`config.mk`:
```
export PLATFORM = sky130hd
export DESIGN_NAME = otsr_sched
export DESIGN_NICKNAME = d
export VERILOG_FILES = /design/src/rtl/otsr_sched.sv
export SDC_FILE = /design/constraint.sdc
export NUM_CORES = 1
export LEC_CHECK = 0
export ABC_CLOCK_PERIOD_IN_PS = 2100
export CAP_MARGIN = 10
export CORE_ASPECT_RATIO = 1.2
export CORE_MARGIN = 3
export CORE_UTILIZATION = 24
export DETAILED_ROUTE_END_ITERATION = 8
export GPL_TIMING_DRIVEN = 1
export PLACE_DENSITY = 0.85
export SYNTH_ARGS = -nofsm -noshare
export SYNTH_HDL_FRONTEND = slang
export SYNTH_SLANG_ARGS = --single-unit
```
`constraint.sdc`:
```
create_clock -name clk -period 2.1 [get_ports clk]
set_input_delay 0.21 -clock clk [delete_from_list [all_inputs] [get_ports clk]]
set_output_delay 0.21 -clock clk [all_outputs]
set_load 0.02 [all_outputs]
```
`src/rtl/otsr_sched.sv`:
```
`default_nettype none
// +------------------------------------------------------------------------+
// | otsr_sched: tile scheduler and port arbiter for the output SRAM (otsr) |
// | Revision: 1.0                                                          |
// +------------------------------------------------------------------------+
module otsr_sched #(
    parameter int NUM_TILES      = 4,
    parameter int TILE_BITS      = 8,
    parameter int SRAM_ADDR_BITS = 10,
    parameter int SRAM_DATA_BITS = 64
) (
    input  logic                      clk,
    input  logic                      reset,
    input  logic                      start,
    output logic                      busy,
    output logic                      all_done,
    output logic [TILE_BITS-1:0]      tile_cnt,
    output logic                      err_conflict,
    input  logic                      cmp_cen,
    input  logic                      cmp_wen,
    input  logic [SRAM_ADDR_BITS-1:0] cmp_addr,
    input  logic [SRAM_DATA_BITS-1:0] cmp_data,
    input  logic                      cmp_done,
    output logic                      cmp_hold,
    output logic                      rd_start,
    input  logic                      rd_done,
    input  logic                      rd_cen,
    input  logic [SRAM_ADDR_BITS-1:0] rd_addr,
    output logic                      cen_otsr,
    output logic                      wen_otsr,
    output logic [SRAM_ADDR_BITS-1:0] addr_otsr,
    output logic [SRAM_DATA_BITS-1:0] data_otsr
);

    typedef enum logic [2:0] {
        S_IDLE     = 3'd0,
        S_WAIT_CMP = 3'd1,
        S_KICK     = 3'd2,
        S_READ     = 3'd3,
        S_NEXT     = 3'd4,
        S_FINISH   = 3'd5
    } state_t;

    localparam logic [TILE_BITS-1:0] c_LAST_TILE = TILE_BITS'(NUM_TILES - 1);

    state_t               r_state;
    state_t               w_state_nxt;
    logic [TILE_BITS-1:0] r_tile_cnt;
    logic                 r_pend_done;
    logic                 r_err_conflict;
    logic                 w_start_ok;
    logic                 w_last_tile;
    logic                 w_conflict;
    logic                 w_pend_set;
    logic                 w_pend_clr;

    assign w_start_ok  = (r_state == S_IDLE) && start;
    assign w_last_tile = (r_tile_cnt == c_LAST_TILE);
    assign w_conflict  = (r_state != S_WAIT_CMP) && !cmp_cen;
    assign w_pend_set  = cmp_done &&
                         ((r_state == S_KICK) || (r_state == S_READ) || (r_state == S_NEXT));
    assign w_pend_clr  = w_start_ok || ((r_state == S_NEXT) && (w_state_nxt == S_KICK));

    always_comb begin
        w_state_nxt = r_state;
        case (r_state)
            S_IDLE:     if (start)    w_state_nxt = S_WAIT_CMP;
            S_WAIT_CMP: if (cmp_done) w_state_nxt = S_KICK;
            S_KICK:                   w_state_nxt = S_READ;
            S_READ:     if (rd_done)  w_state_nxt = S_NEXT;
            S_NEXT: begin
                if (w_last_tile)      w_state_nxt = S_FINISH;
                else if (r_pend_done) w_state_nxt = S_KICK;
                else                  w_state_nxt = S_WAIT_CMP;
            end
            S_FINISH:                 w_state_nxt = S_IDLE;
            default:                  w_state_nxt = S_IDLE;
        endcase
    end

    // A done arriving while the previous tile drains wins over the clear on NEXT->KICK.
    always_ff @(posedge clk or posedge reset) begin
        if (reset) begin
            r_state        <= S_IDLE;
            r_tile_cnt     <= '0;
            r_pend_done    <= 1'b0;
            r_err_conflict <= 1'b0;
        end else begin
            r_state <= w_state_nxt;
            if (w_start_ok)
                r_tile_cnt <= '0;
            else if (r_state == S_NEXT)
                r_tile_cnt <= r_tile_cnt + TILE_BITS'(1);
            if (w_pend_set)
                r_pend_done <= 1'b1;
            else if (w_pend_clr)
                r_pend_done <= 1'b0;
            if (w_conflict)
                r_err_conflict <= 1'b1;
            else if (w_start_ok)
                r_err_conflict <= 1'b0;
        end
    end

    // Port mux: compute only in WAIT_CMP, reader only in KICK/READ, otherwise idle.
    always_comb begin
        cen_otsr  = 1'b1;
        wen_otsr  = 1'b1;
        addr_otsr = '0;
        data_otsr = '0;
        case (r_state)
            S_WAIT_CMP: begin
                cen_otsr  = cmp_cen;
                wen_otsr  = cmp_wen;
                addr_otsr = cmp_addr;
                data_otsr = cmp_data;
            end
            S_KICK, S_READ: begin
                cen_otsr  = rd_cen;
                addr_otsr = rd_addr;
            end
            default: ;
        endcase
    end

    assign busy         = (r_state != S_IDLE);
    assign all_done     = (r_state == S_FINISH);
    assign tile_cnt     = r_tile_cnt;
    assign err_conflict = r_err_conflict;
    assign cmp_hold     = (r_state != S_WAIT_CMP);
    assign rd_start     = (r_state == S_KICK);

endmodule
`default_nettype wire

```
==> flow_summary.ini, run 1 <==
[outcome]
status = finished with violations
violations = negative setup slack

[critical_path]
r2r_slack_ns = 0.30
rr_worst_depth = 4
cp-start-kind = flop
crit_required_ns = 1.89
slowest_delay_ns = 0.60
cp-startpoint = r_state[2]$_DFF_PP0_
crit_chain = nor3b_4 -> buf_8 -> and2_1 -> clkdlybuf4s50_1
cp-end-kind = primary output
critical_path_class = flop to primary output
path_depth = 4
worstPathMaxFanout = 32
endpoint = data_otsr[37]
r2r-end = tile_cnt[6]$_DFFE_PP0P_
r2r_start = r_state[1]$_DFF_PP0_
slowest_stage = clkdlybuf4s50_1
cp.arrival_ns = 1.91
crit_family = buffers and inverters
critPathBufInv = 2

[routing]
ant_nets = 0
first_pass_iters = 4
dr.first_iter.drc_count = 23
viasPerCell = 4.724
dr_total_vias = 1899
drt-total-wl_mm = 6.314
drc = 0
wl_per_cell_um = 15.71

[sta]
fin_skew_ns = 0.001021
rsz0062_at_grt = yes
hold_viol_final = 0
relSlewSlack_pct = 58.91
fin_crit_ns = 2.123
final_max_slew_viol_count = 0
post-route-period-util_pct = 101.1
fmax_ghz = 0.4711
finalSetupViolCount = 4
finalWorstSetupSlack_ns = -0.02253
hold_ws_ns = 0.3032
tightest_slew_ns = 0.6151

[yosys]
synth_async_sr_flop_share_pct = 100.0
synth_edf_count = 0
synth_nets = 256
synth_commonest_cells = and2_1, dfrtp_1, nand2_1, a22o_1, clkbuf_1
syn_inst = 163
synth_cell_type_count = 33
ys_seq_area_share_pct = 26.00
yosys.area.top_type = and2_1
syn_area_um2 = 1251
synth_seq_cells = 13
netlist.area_leader.share_pct = 32.00
synth.most_common_cell = and2_1
ys_warn_count = 0
synth_area_leaders = and2_1, dfrtp_1, a22o_1
synth_ff_type = dfrtp_1
synth_area_per_cell_um2 = 7.676

[place]
post-dp-hpwl_mm = 5.183
portBuffers = 180
gp_congestion = 0.7848

[floorplan]
die_width_um = 71.91
coreArea_um2 = 4975
pin_count = 181
start_util_pct = 25.15
die_area_um2 = 6119
die_h_um = 85.10
fp-row-count = 28

[pwr]
p_per_area_nw_per_um2 = 1101
irDropWorstVdd_v = 0.0005651
p_leak_nw = 2.000

[final_layout]
nets = 436
fin_util_pct = 65.82
drive_gt1_share_pct = 4.678
layout-area-overhead-vs-synth_pct = 161.7
n_antenna_cell = 0

[worst_hold_path]
holdCritPathClass = input pin to asynchronous set/reset pin

[global_route]
grt_util_all_layers_pct = 19.18
grt_pass1_wl_mm = 9.239
grt_overflow = 0
grt_pass1_vias = 1839
antenna_found_initial = 0
grt_max_degree = 33

[cts]
clock_sinks = 13
hold_buffers = 0
cts_buffer_depth = 2
cts_root_buffer = clkbuf_8
numCtsBuffers = 3
htree_levels = 1
clk_latency_ns = 0.24
cts_tree = built
clk_pin_slew_ns = 0.05

[flow_run]
maxCapViolCount = 0
through the flow:
step / area [um^2] / std cells / setup TNS, ns / total power [mW] / worst slack [ns]
after floorplan: 1251 / 163 / 0 / 1.984 / 0.4484
after global placement: 3129 / 396 / 0 / 3.503 / 0.1700
after detailed placement: 3129 / 396 / 0 / 3.530 / 0.1172
after CTS: 3157 / 401 / -2.695 / 3.660 / -0.08667
after global routing: 3274 / 402 / -0.4057 / 3.848 / -0.1109
final: 3274 / 402 / -0.05315 / 3.606 / -0.02253
layer usage:
| layer | part of all wire, % | GRT usage (%) | vias to the layer above |
|---|---|---|---|
| met3 | 12 | 6.754 | 10 |
| met5 | 0 | 0 | - |
| li1 | - | - | 913 |
| met4 | 2.2 | 5.470 | 0 |
| met1 | 34 | 19.60 | 856 |
| met2 | 52 | 36.04 | 120 |
cells in the final DEF, fill, tap and decap left out, drive strengths merged:
master and n:
o21ai 6, o22ai 1, a21oi 2, nor3b 3
o22a 1, nand4bb 1, nand2 12, nand3 6
a21bo 1, nor2b 1, nor4b 1, clkdlybuf4s50 108
mux2i 2, nand2b 1, dfrtp 13, ha 1
or4 1, buf 9, nand4 2, o211ai 3
nor2 1, or3 2, and2 64, a311oi 1
clkbuf 5, a21o 1, inv 4, nor3 1
dlygate4sd2 30, nor4 1, or3b 1, or4b 1
dlymetal6s2s 41, a32o 1, a22o 11, o31ai 2
cells by family after synthesis:
| logic type | count (synthesis) | share of synthesized area (%) |
|---|---|---|
| and+or+nand+nor | 99 | 47.70 |
| AOI/OAI and AO/OA | 30 | 18.00 |
| buffers and inverters | 18 | 5.699 |
| DFF | 13 | 26.00 |
| muxes | 2 | 1.600 |
| adders and majority gates | 1 | 0.9998 |
registers in the layout, indices dropped and copies added (netlist names):
signal / flops
r_state: 3
r_pend_done: 1
tile_cnt: 8
err_conflict: 1
worst min-delay path by stage:
stage	slack, ns	from	to	cells past startpoint
2_1_floorplan	0.09	reset	err_conflict$_DFFE_PP0P_	1
3_3_place_gp	0.47	err_conflict$_DFFE_PP0P_	err_conflict$_DFFE_PP0P_	2
3_5_place_dp	0.48	err_conflict$_DFFE_PP0P_	err_conflict$_DFFE_PP0P_	2
4_1_cts	0.32	reset	r_pend_done$_DFFE_PP0P_	2
5_1_grt	0.35	reset	tile_cnt[6]$_DFFE_PP0P_	2
6_report	0.30	reset	tile_cnt[6]$_DFFE_PP0P_	2
layout make-up:
class | count | area, um^2
Multi-Input combinational cell | 132 | 865.8
Inverter | 4 | 15.01
Fill cell | 414 | 1700
Sequential cell | 13 | 325.3
Tap cell | 60 | 75.07
Clock buffer | 4 | 45.04
Timing Repair Buffer | 189 | 1948
where the power goes:
| part | total [mW] | leakage, nW | switching, mW | internal, mW |
|---|---|---|---|---|
| registers | 0.380 | 0.169 | 0.0659 | 0.314 |
| logic | 3.01 | 1.81 | 1.57 | 1.43 |
| clock network | 0.221 | 0.0228 | 0.0875 | 0.134 |
timing repair:
item                       4_1_cts  5_1_grt
cloned                           1        0
pin swaps                        0        1
resized for setup               35       46
buffers inserted                 0        1
setup endpoints to repair       75       45
(Power assumes the default switching activity.)
==> run 2, diff against run 1 <==
CAP_MARGIN = default   (was 10)
SKIP_CTS_REPAIR_TIMING = 1   (was default)
==> run 2 against run 1 <==
The run still ends with negative setup slack left. First-iteration DRC count increased by 96%. Largest power group unchanged. Cell count decreased by 0.50%. Highest routed layer unchanged. Non-clock buffer count decreased by 2.
==> flow_summary.ini, run 2 (synthesis results as in run 1) <==
[critical_path]
worstPathMaxFanout = 32
slowest_delay_ns = 0.60
crit_chain = nor3b_4 -> buf_8 -> and2_1 -> clkdlybuf4s50_1
cp-end-kind = primary output
r2r_start = r_state[1]$_DFF_PP0_
crit_required_ns = 1.89
r2r-end = tile_cnt[6]$_DFFE_PP0P_
slowest_stage = clkdlybuf4s50_1
r2r_slack_ns = 0.29
critical_path_class = flop to primary output
cp.arrival_ns = 1.94
endpoint = data_otsr[47]
cp-startpoint = r_state[1]$_DFF_PP0_
cp-start-kind = flop
rr_worst_depth = 4

[sta]
finalSetupViolCount = 7
fmax_ghz = 0.4654
finalWorstSetupSlack_ns = -0.04886
hold_viol_final = 0
relSlewSlack_pct = 59.67
hold_ws_ns = 0.3012
fin_crit_ns = 2.149
post-route-period-util_pct = 102.3
final_max_slew_viol_count = 0
tightest_slew_ns = 0.6037
rsz0062_at_grt = yes
fin_skew_ns = 0.001161

[global_route]
grt_pass1_wl_mm = 9.087
grt_util_all_layers_pct = 18.81
grt_max_degree = 46
grt_pass1_vias = 1823
grtUsageMet2_pct = 35.87
grt_overflow = 0
grtUsageMet3_pct = 6.517
grt-busiest-layer = met2
antenna_found_initial = 0
use_met1_pct = 18.95

[routing]
ant_nets = 0
dr_total_vias = 1882
dr.first_iter.drc_count = 45
wl_per_cell_um = 15.77
first_pass_iters = 4
drc = 0
viasPerCell = 4.705
drt-total-wl_mm = 6.309

[final_layout]
n_antenna_cell = 0
mostFrequentLayoutCell = clkdlybuf4s50_1
layout-area-overhead-vs-synth_pct = 169.4
mostFrequentLayoutCells = clkdlybuf4s50_1, dlymetal6s2s_1, and2_1
largest_reg_flops = 8
nets = 434
drive_gt1_share_pct = 3.824
fill_cells = 400

[flow_run]
maxCapViolCount = 0

[cts]
clock_sinks = 13
cts_root_buffer = clkbuf_8
clk_latency_ns = 0.24
cts_tree = built
htree_levels = 1
numCtsBuffers = 3
cts_buffer_depth = 2
clk_pin_slew_ns = 0.05

[floorplan]
coreArea_um2 = 4975
die_h_um = 85.10
fp-row-count = 28
die_width_um = 71.91
pin_count = 181
start_util_pct = 25.15
die_area_um2 = 6119

[outcome]
status = finished with violations
violations = negative setup slack

[pwr]
p_leak_nw = 2.287
p_per_area_nw_per_um2 = 1097
irDropWorstVdd_v = 0.0006314

[place]
preCtsSetupSlack_ns = 0.1172
gp_congestion = 0.7848
post-dp-hpwl_mm = 5.183
portBuffers = 180

[worst_hold_path]
holdCritPathClass = input pin to asynchronous set/reset pin
[run 2: changes by cell type in the layout (fill, tap and decap cells not counted), sizes merged]
cell           change
dlygate4sd2       -30
dlymetal6s2s      +27
clkdlybuf4s50      +4
buf                -2
clkbuf             -1
[run 2: area by class of cell]
class	count	area (um^2)	area share, %
Multi-Input combinational cell	132	865.8	25.69
Sequential cell	13	325.3	9.651
Tap cell	60	75.07	2.227
Clock buffer	4	45.04	1.336
Inverter	4	15.01	0.4454
Timing Repair Buffer	187	2044	60.65
[run 2: where the power goes]
part | internal, mW | total [mW] | leakage (nW) | switching [mW]
combinational | 1.54 | 3.10 | 2.09 | 1.56
clock | 0.134 | 0.221 | 0.0228 | 0.0873
sequential | 0.314 | 0.380 | 0.169 | 0.0657
total | 1.98 | 3.70 | 2.29 | 1.71
[run 2: critical path, delay by kind of cell, from the launching register on]
kind	cells	cell delay, ns
buf+inv	2	0.82
flops	1	0.41
simple gates	2	0.46
[run 2: metrics by stage]
step	std cells	TNS (ns)	power, mW	cell area (um^2)	util, %
finish	400	-0.2534	3.696	3371	67.76
CTS	400	-5.582	3.765	3174	63.81
detailed placement	396	0	3.530	3129	62.90
floorplan	163	0	1.984	1251	-
global placement	396	0	3.503	3129	62.90
global route	400	-0.9572	3.933	3371	67.76
[run 2: worst min path at each step]
stage | cells after the start | endpoint | from
floorplan | 1 | err_conflict$_DFFE_PP0P_ | reset
global placement | 2 | err_conflict$_DFFE_PP0P_ | err_conflict$_DFFE_PP0P_
detailed placement | 2 | err_conflict$_DFFE_PP0P_ | err_conflict$_DFFE_PP0P_
CTS | 2 | r_pend_done$_DFFE_PP0P_ | reset
global route | 2 | tile_cnt[6]$_DFFE_PP0P_ | reset
finish | 2 | tile_cnt[6]$_DFFE_PP0P_ | reset
[run 2: layer usage]
metal  up-vias  wire length (um)
met5         -                 0
met4         0               158
met3        12               738
met2       118              3247
met1       840              2165
li1        912                 -
==> run 3, diff against run 2 <==
CTS_CLUSTER_SIZE = 25   (was default)
==> results of run 3 <==
Same layout as run 2: the final DEF is identical, and so are final timing and power.
